### src/rtl/alu_pkg.sv
// Shared types for the ALU arbiter: opcodes, flag record and FSM states.
package alu_pkg;

    typedef enum logic [1:0] {
        ALU_ADD = 2'b00,
        ALU_SUB = 2'b01,
        ALU_AND = 2'b10,
        ALU_ORR = 2'b11
    } alu_op_t;

    // Bit order {N,Z,C,V}, N is the MSB when packed.
    typedef struct packed {
        logic n;
        logic z;
        logic c;
        logic v;
    } nzcv_t;

    typedef enum logic [1:0] {
        ST_IDLE = 2'b00,
        ST_EXEC = 2'b01,
        ST_RESP = 2'b10
    } arb_state_t;

    localparam nzcv_t NZCV_RESET = '0;

    // Gathers the four ALU flag wires into one record.
    function automatic nzcv_t pack_flags(input logic n, input logic z,
                                         input logic c, input logic v);
        nzcv_t f;
        f.n = n;
        f.z = z;
        f.c = c;
        f.v = v;
        return f;
    endfunction

endpackage

### src/rtl/alu_arbiter_rr.sv
// Round-robin arbiter: priority starts one past the last granted index and
// wraps. The pointer only moves when the owner signals an accepted grant.
module rr_arbiter #(
    parameter int NREQ = 2,
    localparam int IW = (NREQ > 1) ? $clog2(NREQ) : 1
) (
    input  logic            clk,
    input  logic            rst_n,
    input  logic [NREQ-1:0] i_req,
    input  logic            i_advance,
    output logic [NREQ-1:0] o_grant,
    output logic [IW-1:0]   o_grant_idx
);

    logic [IW-1:0] r_last;
    logic [IW-1:0] w_cand;
    logic          w_found;

    // Last-grant pointer; reset to NREQ-1 so requester 0 has first priority.
    always_ff @(posedge clk or negedge rst_n) begin
        if (!rst_n) begin
            r_last <= IW'(NREQ - 1);
        end else if (i_advance && (|i_req)) begin
            r_last <= o_grant_idx;
        end
    end

    // Scan from last+1 around the ring and take the first pending request.
    always_comb begin
        o_grant     = '0;
        o_grant_idx = '0;
        w_cand      = '0;
        w_found     = 1'b0;
        for (int i = 1; i <= NREQ; i++) begin
            w_cand = IW'((int'(r_last) + i) % NREQ);
            if (!w_found && i_req[w_cand]) begin
                w_found         = 1'b1;
                o_grant[w_cand] = 1'b1;
                o_grant_idx     = w_cand;
            end
        end
    end

endmodule

### src/rtl/alu_arbiter.sv
// Shares one external combinational ALU between NREQ requesters and owns the
// architectural NZCV register.
//
//   state   | meaning
//   --------+-----------------------------------------------------------
//   ST_IDLE | waiting; grant one pending requester, latch its operands
//   ST_EXEC | latched operands drive the ALU; result captured at the edge
//   ST_RESP | result presented to the granted requester until it takes it
module alu_arbiter
    import alu_pkg::*;
#(
    parameter int NREQ = 2,
    parameter int W    = 32,
    localparam int IW  = (NREQ > 1) ? $clog2(NREQ) : 1
) (
    input  logic                  clk,
    input  logic                  rst_n,
    input  logic [NREQ-1:0]       req_valid,
    output logic [NREQ-1:0]       req_ready,
    input  logic [NREQ-1:0][W-1:0] req_a,
    input  logic [NREQ-1:0][W-1:0] req_b,
    input  logic [NREQ-1:0][1:0]  req_op,
    input  logic [NREQ-1:0]       req_setflags,
    output logic [NREQ-1:0]       rsp_valid,
    input  logic [NREQ-1:0]       rsp_ready,
    output logic [W-1:0]          rsp_c,
    output logic [3:0]            rsp_nzcv,
    output logic [W-1:0]          alu_a,
    output logic [W-1:0]          alu_b,
    output logic [1:0]            alu_opcode,
    input  logic [W-1:0]          alu_c,
    input  logic                  alu_zero,
    input  logic                  alu_negative,
    input  logic                  alu_carry,
    input  logic                  alu_overflow,
    output logic [3:0]            nzcv,
    output logic                  busy
);

    arb_state_t    r_state;
    arb_state_t    w_state_nxt;
    logic [W-1:0]  r_a;
    logic [W-1:0]  r_b;
    alu_op_t       r_op;
    logic          r_sf;
    logic [IW-1:0] r_g;
    logic [W-1:0]  r_c;
    nzcv_t         r_rsp_flags;
    nzcv_t         r_nzcv;

    logic [NREQ-1:0] w_grant;
    logic [IW-1:0]   w_grant_idx;
    logic            w_accept;
    nzcv_t           w_alu_flags;

    assign w_alu_flags = pack_flags(alu_negative, alu_zero, alu_carry, alu_overflow);

    rr_arbiter #(
        .NREQ (NREQ)
    ) u_rr (
        .clk         (clk),
        .rst_n       (rst_n),
        .i_req       (req_valid),
        .i_advance   (w_accept),
        .o_grant     (w_grant),
        .o_grant_idx (w_grant_idx)
    );

    // State register.
    always_ff @(posedge clk or negedge rst_n) begin
        if (!rst_n) begin
            r_state <= ST_IDLE;
        end else begin
            r_state <= w_state_nxt;
        end
    end

    // Next state and handshake outputs; ready is only ever offered in IDLE.
    always_comb begin
        w_state_nxt = r_state;
        w_accept    = 1'b0;
        req_ready   = '0;
        rsp_valid   = '0;
        busy        = 1'b1;
        case (r_state)
            ST_IDLE: begin
                busy = 1'b0;
                if (|req_valid) begin
                    w_accept    = 1'b1;
                    req_ready   = w_grant;
                    w_state_nxt = ST_EXEC;
                end
            end
            ST_EXEC: begin
                w_state_nxt = ST_RESP;
            end
            ST_RESP: begin
                rsp_valid[r_g] = 1'b1;
                if (rsp_ready[r_g]) begin
                    w_state_nxt = ST_IDLE;
                end
            end
            default: begin
                w_state_nxt = ST_IDLE;
            end
        endcase
    end

    // Latch the granted request; these registers also hold the ALU inputs steady.
    always_ff @(posedge clk or negedge rst_n) begin
        if (!rst_n) begin
            r_a  <= '0;
            r_b  <= '0;
            r_op <= ALU_ADD;
            r_sf <= 1'b0;
            r_g  <= '0;
        end else if (w_accept) begin
            r_a  <= req_a[w_grant_idx];
            r_b  <= req_b[w_grant_idx];
            r_op <= alu_op_t'(req_op[w_grant_idx]);
            r_sf <= req_setflags[w_grant_idx];
            r_g  <= w_grant_idx;
        end
    end

    // Capture the ALU result at the end of EXEC; held until the next EXEC.
    always_ff @(posedge clk or negedge rst_n) begin
        if (!rst_n) begin
            r_c         <= '0;
            r_rsp_flags <= NZCV_RESET;
        end else if (r_state == ST_EXEC) begin
            r_c         <= alu_c;
            r_rsp_flags <= w_alu_flags;
        end
    end

    // Architectural flags take the ALU flags verbatim when the op asked for it.
    always_ff @(posedge clk or negedge rst_n) begin
        if (!rst_n) begin
            r_nzcv <= NZCV_RESET;
        end else if ((r_state == ST_EXEC) && r_sf) begin
            r_nzcv <= w_alu_flags;
        end
    end

    assign alu_a      = r_a;
    assign alu_b      = r_b;
    assign alu_opcode = r_op;
    assign rsp_c      = r_c;
    assign rsp_nzcv   = r_rsp_flags;
    assign nzcv       = r_nzcv;

endmodule
### config.mk
export PLATFORM = sky130hd
export DESIGN_NAME = alu_arbiter
export DESIGN_NICKNAME = d
export VERILOG_FILES = /design/src/rtl/alu_pkg.sv /design/src/rtl/alu_arbiter_rr.sv /design/src/rtl/alu_arbiter.sv
export SDC_FILE = /design/constraint.sdc
export NUM_CORES = 1
export LEC_CHECK = 0
export ABC_AREA = 1
export CORE_AREA = 2 2 111 113
export CTS_CLUSTER_SIZE = 24
export DETAILED_ROUTE_END_ITERATION = 10
export DIE_AREA = 0 0 113 115
export DONT_BUFFER_PORTS = 1
export GPL_TIMING_DRIVEN = 0
export PLACE_DENSITY_LB_ADDON = 0.15
export SLEW_MARGIN = 10
export SYNTH_ARGS = -nofsm -noshare
export SYNTH_HDL_FRONTEND = slang
export SYNTH_SLANG_ARGS = --single-unit
### constraint.sdc
create_clock -name clk -period 1.51 [get_ports clk]
set_clock_uncertainty 0.2 [all_clocks]
set_input_delay 0.151 -clock clk [delete_from_list [all_inputs] [get_ports clk]]
set_output_delay 0.151 -clock clk [all_outputs]
set_load 0.03 [all_outputs]
==> flow_summary.yaml <==
floorplan:
  rows: 40
  dieWidth_um: 113
  core_sq_um: 11800
  start_util_pct: 46.3
  chipHeight_um: 115
  die-area_sq_um: 13000
  design.portCount: 287
placement:
  dp.cells: 914
  dp_slack_ns: -0.323
  dp_hpwl_um: 11000
  port_buffers: 0
  gp_congestion: 0.821
yosys:
  synth-edff-count: 0
  synthCells: 767
  synth_seq_cells: 111
  synth_top_area_cell: "dfrtp_1"
  ys_top_cells_by_count: "nand2_1 (315), inv_1 (144), nand3_1 (135), dfrtp_1 (110), buf_2 (18)"
  synthTopCellsByArea: "dfrtp_1 (50%), nand2_1 (22%), nand3_1 (12%), inv_1 (9.9%), buf_2 (1.6%)"
  syn_area_per_cell_sq_um: 7.14
  yosysMostFrequentCell: "nand2_1"
  async_reset_ff_share_pct: 100
  netlist_area_sq_um: 5470
  yosys_warnings: 0
  synth_flop_cell: "dfrtp_1"
  yosysUniqueCellTypes: 14
  synth_nets: 943
  synth_seq_area_share_pct: 50.8
  synth_top_area_share_pct: 50.3
critical_path:
  cpMaxStageDelayCell: "dfrtp_1"
  cp_num_buf_inv: 6
  critPathTopFamily: "buffers and inverters"
  worst_ep_required_time_ns: 1.55
  cp_data_arrival_time_ns: 1.79
  crit_path_end_kind: "register"
  worstPathCellList: "inv_2 > nand2_8 > nor2_4 > buf_6 > inv_8 > buf_12 > buf_12 > buf_8 > nand2_4 > nand2_2"
  path_class: "reg -> reg"
  rrSetupSlack_ns: -0.24
  cp_common_cell: "buf_12"
  cp-start-kind: "register"
  critPathMaxStageDelay_ns: 0.40
  cp_max_fo: 5
routing:
  wirelength_met1_um: 7210
  drtAntennaViolNets: 0
  vias: 6003
  wl_met3_um: 1780
  top_layer_used: "met4"
  first_pass_iters: 10
  vias_per_cell: 5.32
  route.detailed.drc: 15
  drtIter0Drc: 469
  routed_wl_um: 20100
  dr_wl_met2_um: 10200
  post_drt_wl_per_cell_um: 17.8
sta:
  finalHoldViolations: 111
  maxSlewHeadroom_pct: 65.2
  setup_viol: 108
  period_share_pct: 116
  setup_tns_ns: -17.36
  rsz0062_at_grt: "true"
  fmax_mhz: 572
  tightest_slew_ns: 0.522
  layout_setup_ws_ns: -0.239
  maxSlewViolCount: 0
  period_minus_slack_ns: 1.75
  holdWs_ns: -0.708
global_route:
  grt_max_degree: 112
  grt_pass1_wl_um: 30200
  first_global_vias: 6210
  overflow: 0
  grt_use_total_pct: 29.5
  antenna_found_initial: 0
run_status:
  status: "finished, violations left"
  violations: "DRC, hold timing, setup timing"
clock_tree:
  numClockSinks: 111
  clk_pin_slew_ns: 0.07
  clk_latency_ns: 0.35
  cts_tree: "done"
  root_buffer: "clkbuf_16"
  h-tree-depth: 3
  cts_buffers: 9
  cts_hold_buffers: 172
  clockBufferDepth: 2
layout:
  drive_gt1_share_pct: 20.5
  diodes: 0
  finalNonFillerCells: 1128
  nNetsFinal: 1152
  nFillCells: 798
  fin_util_pct: 74.6
  syn_to_final_growth_pct: 60.9
min_path:
  hold_class: "in -> async"
power:
  power_mw: 18.7
  ir_worst_vdd_v: 0.00118
  p_per_area_nw_per_um2: 2120
  cellLeakagePower_nw: 4.75
flow_run:
  maxCapViolations: 0
-- worst paths after layout --
kind,start,to,depth (start not counted)
hold reg to reg,r_sf,r_sf,2
setup / recovery,r_state[0],alu_b[5],10
setup reg to reg,r_state[0],alu_b[5],10
min in group clk,req_valid[1],alu_b[21],5
hold / removal,rst_n,alu_b[30],0
max in group asynchronous,rst_n,u_rr.r_last,0
-- registers in the layout (all words and copies together) (netlist names) --
register / count
alu_a: 32
r_state: 2
rsp_c: 32
nzcv: 4
u_rr.r_last: 1
alu_opcode: 2
alu_b: 32
r_sf: 1
r_g: 1
rsp_nzcv: 4
-- area by class of cell --
class	count	area, sq um	area share (%)
multi-input cells	467	2470	28.0
repair buffers	198	2140	24.3
inverters	147	567	6.44
clock buffers	11	243	2.76
well taps	147	184	2.09
plain buffers	42	374	4.25
clock inverters	5	56.3	0.639
flip-flops and latches	111	2780	31.6
-- kinds of logic (layout without fill, tap and decap cells) --
family,count (synthesis),in the layout,share of synthesized area [%]
AND/OR/NAND/NOR,457,457,34.6
flip-flops,111,111,50.8
buffers and inverters,189,403,13.7
AO/OA/AOI/OAI,10,10,0.914
-- repair_timing --
item | in CTS | in global routing
pin swaps | 83 | 26
endpoints found under the hold margin | 219 | 111
buffers inserted | 16 | 6
cloned | 9 | 1
resized for setup | 162 | 71
endpoints found under the setup margin | 111 | 114
-- cell usage in the layout (no fill, tap or decap), drive strengths merged --
master	instances
nand3	135
dfstp	1
dfrtp	110
bufinv	1
nand2	315
buf	52
nor2	7
clkinv	3
clkbuf	27
o21ai	10
inv	148
dlygate4sd3	172
-- routing by layer --
| metal | GRT usage [%] | vias up |
|---|---|---|
| li1 | - | 2701 |
| met1 | 31.9 | 2817 |
| met2 | 52.4 | 388 |
| met3 | 8.33 | 97 |
| met4 | 16.2 | 0 |
| met5 | 0 | - |
-- through the flow --
stage,hold slack (ns),instance area [sq um]
after detailed placement,-0.343,5680
final,-0.708,8810
after CTS,-0.722,8590
after floorplan,-0.345,5500
after global placement,-0.343,5680
after global routing,-0.730,8810
-- report_power, final --
group,switching [mW],internal (mW),total (mW)
registers,4.37,4.45,8.81
logic,3.94,3.50,7.44
clock network,1.09,1.34,2.43
total,9.40,9.28,18.7
No activity file was read; power rests on OpenSTA's default activity.
